==> src/rtl/srt4_ctrl.sv <==
// Control FSM for the radix-4 SRT 8-bit divider: sequences normalize, iterate,
// convert, correct and denormalize phases over the c0..c14 datapath strobes.
module srt4_ctrl #(
    parameter int ITERS = 4
) (
    input  logic       clk,
    input  logic       rst_n,
    input  logic       start,
    input  logic       div_zero,
    input  logic       m_msb,
    input  logic       q_pos,
    input  logic       q_neg,
    input  logic       a_neg,
    input  logic [1:0] cnt1,
    input  logic [2:0] cnt2,
    output logic       c0,
    output logic       c1,
    output logic       c2,
    output logic       c3,
    output logic       c4,
    output logic       c5,
    output logic       c6,
    output logic       c7,
    output logic       c8,
    output logic       c9,
    output logic       c10,
    output logic       c11,
    output logic       c12,
    output logic       c13,
    output logic       c14,
    output logic       busy,
    output logic       done,
    output logic       err,
    output logic [3:0] dbg_state
);

    // Handshake: start is accepted only on an edge where busy is low (IDLE);
    // the result is signalled by a one-cycle done pulse, with err alongside.
    typedef enum logic [3:0] {
        S_IDLE,
        S_INIT,
        S_NORM_CHK,
        S_NORM_SHIFT,
        S_ITER_SEL,
        S_ITER_UPD,
        S_CONV,
        S_CORR,
        S_DEN_CHK,
        S_DEN_SHIFT,
        S_DONE
    } state_t;

    localparam logic [1:0] LAST_ITER = 2'(ITERS - 1);

    state_t      r_state;
    state_t      w_nxt;
    logic [14:0] r_c;
    logic        r_busy;
    logic        r_done;
    logic        r_err;

    always_comb begin
        w_nxt = r_state;
        case (r_state)
            S_IDLE:       if (start) w_nxt = S_INIT;
            S_INIT:       w_nxt = div_zero ? S_DONE : S_NORM_CHK;
            S_NORM_CHK:   w_nxt = (m_msb || cnt2 == 3'd7) ? S_ITER_SEL : S_NORM_SHIFT;
            S_NORM_SHIFT: w_nxt = S_NORM_CHK;
            S_ITER_SEL:   w_nxt = S_ITER_UPD;
            S_ITER_UPD:   w_nxt = (cnt1 == LAST_ITER) ? S_CONV : S_ITER_SEL;
            S_CONV:       w_nxt = a_neg ? S_CORR : S_DEN_CHK;
            S_CORR:       w_nxt = S_DEN_CHK;
            S_DEN_CHK:    w_nxt = (cnt2 == 3'd0) ? S_DONE : S_DEN_SHIFT;
            S_DEN_SHIFT:  w_nxt = S_DEN_CHK;
            S_DONE:       w_nxt = S_IDLE;
            default:      w_nxt = S_IDLE;
        endcase
    end

    // Outputs are decoded from the next state and registered, so every port
    // is a flop; the digit sampled in ITER_SEL is captured on the same edge.
    always_ff @(posedge clk) begin
        if (!rst_n) begin
            r_state <= S_IDLE;
            r_c     <= '0;
            r_busy  <= 1'b0;
            r_done  <= 1'b0;
            r_err   <= 1'b0;
        end else begin
            r_state <= w_nxt;
            r_c     <= '0;
            case (w_nxt)
                S_INIT: begin
                    r_c[0] <= 1'b1;
                    r_c[1] <= 1'b1;
                    r_c[3] <= 1'b1;
                end
                S_NORM_SHIFT: r_c[2] <= 1'b1;
                S_ITER_SEL:   r_c[4] <= 1'b1;
                S_ITER_UPD: begin
                    r_c[5]  <= 1'b1;
                    r_c[11] <= 1'b1;
                    // Both digit flags high is a datapath fault; positive wins.
                    if (q_pos) begin
                        r_c[6] <= 1'b1;
                        r_c[8] <= 1'b1;
                    end else if (q_neg) begin
                        r_c[7] <= 1'b1;
                        r_c[9] <= 1'b1;
                    end
                end
                S_CONV:      r_c[10] <= 1'b1;
                S_CORR:      r_c[12] <= 1'b1;
                S_DEN_SHIFT: r_c[14] <= 1'b1;
                S_DONE:      r_c[13] <= 1'b1;
                default:     ;
            endcase
            r_busy <= (w_nxt != S_IDLE);
            r_done <= (w_nxt == S_DONE);
            if (w_nxt == S_INIT) begin
                r_err <= 1'b0;
            end else if (r_state == S_INIT && w_nxt == S_DONE) begin
                r_err <= 1'b1;
            end
        end
    end

    assign c0        = r_c[0];
    assign c1        = r_c[1];
    assign c2        = r_c[2];
    assign c3        = r_c[3];
    assign c4        = r_c[4];
    assign c5        = r_c[5];
    assign c6        = r_c[6];
    assign c7        = r_c[7];
    assign c8        = r_c[8];
    assign c9        = r_c[9];
    assign c10       = r_c[10];
    assign c11       = r_c[11];
    assign c12       = r_c[12];
    assign c13       = r_c[13];
    assign c14       = r_c[14];
    assign busy      = r_busy;
    assign done      = r_done;
    assign err       = r_err;
    assign dbg_state = r_state;

endmodule

==> config.mk <==
export PLATFORM = sky130hd
export DESIGN_NAME = srt4_ctrl
export DESIGN_NICKNAME = d
export VERILOG_FILES = /design/src/rtl/srt4_ctrl.sv
export SDC_FILE = /design/constraint.sdc
export NUM_CORES = 1
export LEC_CHECK = 0
export CAP_MARGIN = 20
export CORE_MARGIN = 10
export CORE_UTILIZATION = 40
export CTS_BUF_LIST = sky130_fd_sc_hd__clkbuf_4 sky130_fd_sc_hd__clkbuf_8
export DETAILED_ROUTE_END_ITERATION = 12
export PLACE_DENSITY = 0.78
export SETUP_SLACK_MARGIN = 0.4
export SLEW_MARGIN = 10
export SYNTH_ARGS = -nofsm -noshare
export SYNTH_HDL_FRONTEND = slang
export SYNTH_SLANG_ARGS = --single-unit
==> constraint.sdc <==
create_clock -name clk -period 2.2 [get_ports clk]
set_input_delay 0.66 -clock clk [delete_from_list [all_inputs] [get_ports clk]]
set_output_delay 0.66 -clock clk [all_outputs]
set_load 0.01 [all_outputs]
Yosys cells after proc, flatten, opt, wreduce, memory -nomap -nowiden
Cells that the tools add are included.

Equal/unequal tests: 19. Multiplexer cells: 20. Bitwise logic cells: 1. Reduce and logical (&&, ||, !) cells: 8.

Operator list (number): $pmux 4 s9 (1); $eq 4x3->1 const B (8); $eq 4x4->1 const B (4); $eq 4x2->1 const B (3); $mux 1 (12); $mux 4 (3); $eq 4x1->1 const B (2); $mux 2 (3); $logic_not 4->1 (1); $reduce_bool 4->1 (1); $reduce_or 2->1 (2); $eq 3x3->1 const B (1); $logic_not 3->1 (1); $mux 3 (1); $eq 2x2->1 const B (1); $reduce_and 2->1 (1); $logic_and 1x1->1 (1); $logic_or 1x1->1 (1); $not 1->1 (1).

Register bits after elaboration: 22. Bits of input ports: 13. Word-level logic and storage cells: 54.

Longest topological paths before layout
Word-level depth: 6. Mapped depth: 6.

Least setup slack after synthesis
OpenSTA, ideal clock, no wires.

Kind: input to register. Start: input port cnt2[2]. End: register r_c[7]. Data arrival time: 1.605 ns. Data required time: 2.113 ns. Path slack: 0.507 ns. Stages: 5. Buffers on the path: 1. Path through: a31oi_1 > and2_4 > nor4_1 > buf_6 > nor4b_2.

Word-level cells in the longest chain between the ends: 6. Elaborated cells between the ends (all ways): 8. Classes of those cells: 2 x eq/ne; 3 x mux; 3 x reduce/logical.

Ends and longest elaborated chain: from (decl) (RTL line 15) `input logic [2:0] cnt2,`; $eq 3x3->1 (RTL line 67) `S_NORM_CHK: w_nxt = (m_msb || cnt2 == 3'd7) ? S_ITER_SEL : S_NORM_SHIFT;`; $logic_or 1x1->1 (RTL line 67); $mux 3 (RTL line 67); $pmux 4 s9 * (RTL line 64) `case (r_state)`; $eq 4x3->1 * (RTL line 92) `case (w_nxt)`; $reduce_and 2->1 (no source line) *; to (signal assigned) (RTL line 85) `r_c <= '0;`; to (signal assigned) (RTL line 91) `r_c <= '0;`; to (signal assigned) (RTL line 108) `r_c[7] <= 1'b1;`; to (decl) (RTL line 57) `logic [14:0] r_c;`.

Mark *: on every way between the ends. The rest lies on a longest branch, timed or not. A chain may end at the register's enable or synchronous reset.

Worst setup path after layout
Start: input port cnt1[0]. End: register r_c[8].

Word-level cells in the longest chain between the ends: 5.

Ends and longest elaborated chain: from (decl) (RTL line 14) `input logic [1:0] cnt1,`; $eq 2x2->1 (RTL line 70) `S_ITER_UPD: w_nxt = (cnt1 == LAST_ITER) ? S_CONV : S_ITER_SEL;`; $mux 2 (RTL line 70); $pmux 4 s9 (RTL line 64); $eq 4x3->1 (RTL line 92); $reduce_and 2->1 (no source line); to (signal assigned) (RTL line 85); to (signal assigned) (RTL line 91); to (signal assigned) (RTL line 106) `r_c[8] <= 1'b1;`.

No other way between the ends.

==> results.md <==
* Post-route ant nets at 0
* DP HPWL at 1.69 mm
* Drt drc at 0
* Final Setup Violations at 0
* Via/cell ratio at 5.07
* Die extent in x at 63.3 um
* Startpoint Class: input pin
* Setup slack after layout at 437 ps
* Share of layout cells above drive strength 1 at 0.252
* Syn nets at 93
* Wire per inst at 15.2 um
* Sequential-to-total area share from yosys stat at 0.428
* Top post-synthesis cells by area: dfxtp_1 43%, buf_4 7.0%, nor2_1 4.0%
* Slew Viols, Final at 0
* Vias in the first global route at 737
* Post-synth EDFFs at 0
* FP Rows at 15
* Pre-antenna DRT Iters at 4
* Worst slew pin tran at 368 ps
* Synthesis-stage register bit count at 16
* Crit path required time at 2380 ps
* Via total after detailed routing at 730
* Leading cell types in the layout, fill and taps excluded: 25 x dlygate4sd2_1, 12 x dfxtp_1, 8 x clkdlybuf4s50_1, 7 x nor2_1, 5 x nand2_1
* I/O Pins at 35
* Distinct cells, synth at 32
* Synth warnings at 0
* Cell Int Power at 0.561 mW
* Power per cell area at 671 nW/um2
* Max Clock Freq at 567 MHz
* Ys flop type: dfxtp_1
* Sequential share of power at 0.422
* Run status: complete, no violations
* Min-delay worst type: reg -> reg
* Setup Buffers After CTS at 0
* Switching share of power at 0.311
* Switching power at 0.253 mW
* First-pass GRT wire length at 3.59 mm
* Final std cells w/o fill at 144
* Pin count of the biggest net entering global routing at 12
* Peak VDD IR at 629 uV
* Layout Utilization at 0.695
* DRT iter0 DRCs at 19
* H-tree Lvls at 1
* Die height at 63.3 um
* Post-synth top area cell: dfxtp_1
* CP Capture Type: register
* Logic pwr share at 0.346
* Clock transition at path regs at 90 ps
* Crit path time final at 1760 ps
* MaxCap Viol Count at 0
* Clock power share at 0.232
* Pre-CTS WS at -47.6 ps
* Final RePlAce weighted congestion at 0.801
* Port Buf Inserts at 34
* Clock buffer depth at 2
* N_diodes at 0
* Total GRT Usage at 0.110
* Worst endpoint data arrival time at 1940 ps
* Tcrit/Tclk final at 0.801
* Layout area overhead at 62.2%
* Num CTS Buffers at 3
* Die area at 4000 um2
* Worst rel slew slack at 0.753
* Lkg Pwr at 0.587 nW
* Crit path max fanout at 6
* Core ar. at 1750 um2
* Root Buffer: clkbuf_4
* Layout Skew at 4.60 ps
* Min Hold Slack at 517 ps
* WS Path Type: in -> reg
* Synth top area share at 0.428
* GRT overflow at 0
* Starting Density at 0.429
* Setup_tns at 0 ps
* Post-Synthesis Cells at 80
* Nets at 133
* Mean post-synth cell area at 9.35 um2
* # clock sinks at 16
* Ys async rst share at 0
* Commonest non-fill, non-tap cell in the layout: dlygate4sd2_1
* Placed insts at 138
* Final Hold Fails at 0
* RSZ-0062 raised after global routing: false
* Routed WL at 2.19 mm
* Initial antenna violation count at 0
* Clock Latency Late Sink at 280 ps
* TritonCTS clock tree: built
* Synthesized area at 748 um2
sequential cells by signal, indices dropped and copies added (netlist names):
| name | flops |
|---|---|
| busy | 1 |
| dbg_state | 4 |
| err | 1 |
| r_c | 10 |
logic make-up (layout without fill, tap and decap cells):
group | count (synthesis) | in the layout | share of synthesized area
AOI/OAI and AO/OA | 12 | 12 | 0.110
buffers and inverters | 12 | 51 | 0.105
DFF | 16 | 16 | 0.428
and+or+nand+nor | 40 | 40 | 0.356
routing by layer:
layer	track usage	up-vias	part of all wire
met1	0.116	347	0.41
met3	0.0389	6	0.062
met4	0.0574	0	0.023
met5	0	-	0
li1	-	354	-
met2	0.187	23	0.51
what timing repair did:
action	in CTS	in global routing
gates resized for setup	48	2
hold buffers	0	0
cloned	2	0
setup endpoints to repair	33	11
pin swaps	2	0
endpoints found under the hold margin	0	0
stage by stage:
stage | cell area [um2] | total power [mW]
2_1_floorplan | 748 | 0.486
3_3_place_gp | 1110 | 0.599
3_5_place_dp | 1110 | 0.607
4_1_cts | 1210 | 0.818
5_1_grt | 1210 | 0.856
6_report | 1210 | 0.814
power by group through the flow:
stage	clock network (mW)	registers, mW	logic [mW]
6_report	0.188	0.344	0.282
5_1_grt	0.203	0.349	0.303
4_1_cts	0.196	0.342	0.280
3_5_place_dp	0	0.348	0.259
3_3_place_gp	0	0.348	0.251
2_1_floorplan	0	0.352	0.133
synth_stat cells (all sizes together) (2+ instances only):
master   n
a21oi    2
a31oi    2
buf      8
dfxtp   16
inv      4
nand2    5
nand2b   4
nor2     8
nor3     4
nor3b    4
nor4     3
nor4b    2
o21ai    2
or2b     2
worst paths after layout:
kind	startpoint	to	slack, ps	depth (start not counted)
setup reg to reg	dbg_state[0]$_SDFF_PN0_	r_c[8]$_SDFF_PN0_	460	5
hold / removal	err$_SDFFE_PP0P_	err$_SDFFE_PP0P_	520	2
hold reg to reg	err$_SDFFE_PP0P_	err$_SDFFE_PP0P_	520	2
setup / recovery	cnt1[0]	r_c[8]$_SDFF_PN0_	440	6
area by class of cell:
type	count	area (um2)
multi-input cells	52	412
well taps	25	31.3
repair buffers	43	389
fillers	147	532
flip-flops and latches	16	330
inverters	4	15.0
clock buffers	4	36.3
worst max-delay path, cell delays in order:
cell and delay [ps]:
clkdlybuf4s50_1 460, nand2_1 70, nor3_1 300, nor4_4 90
buf_4 170, and4b_1 200
Note: power is estimated with default switching activity, not from simulation.
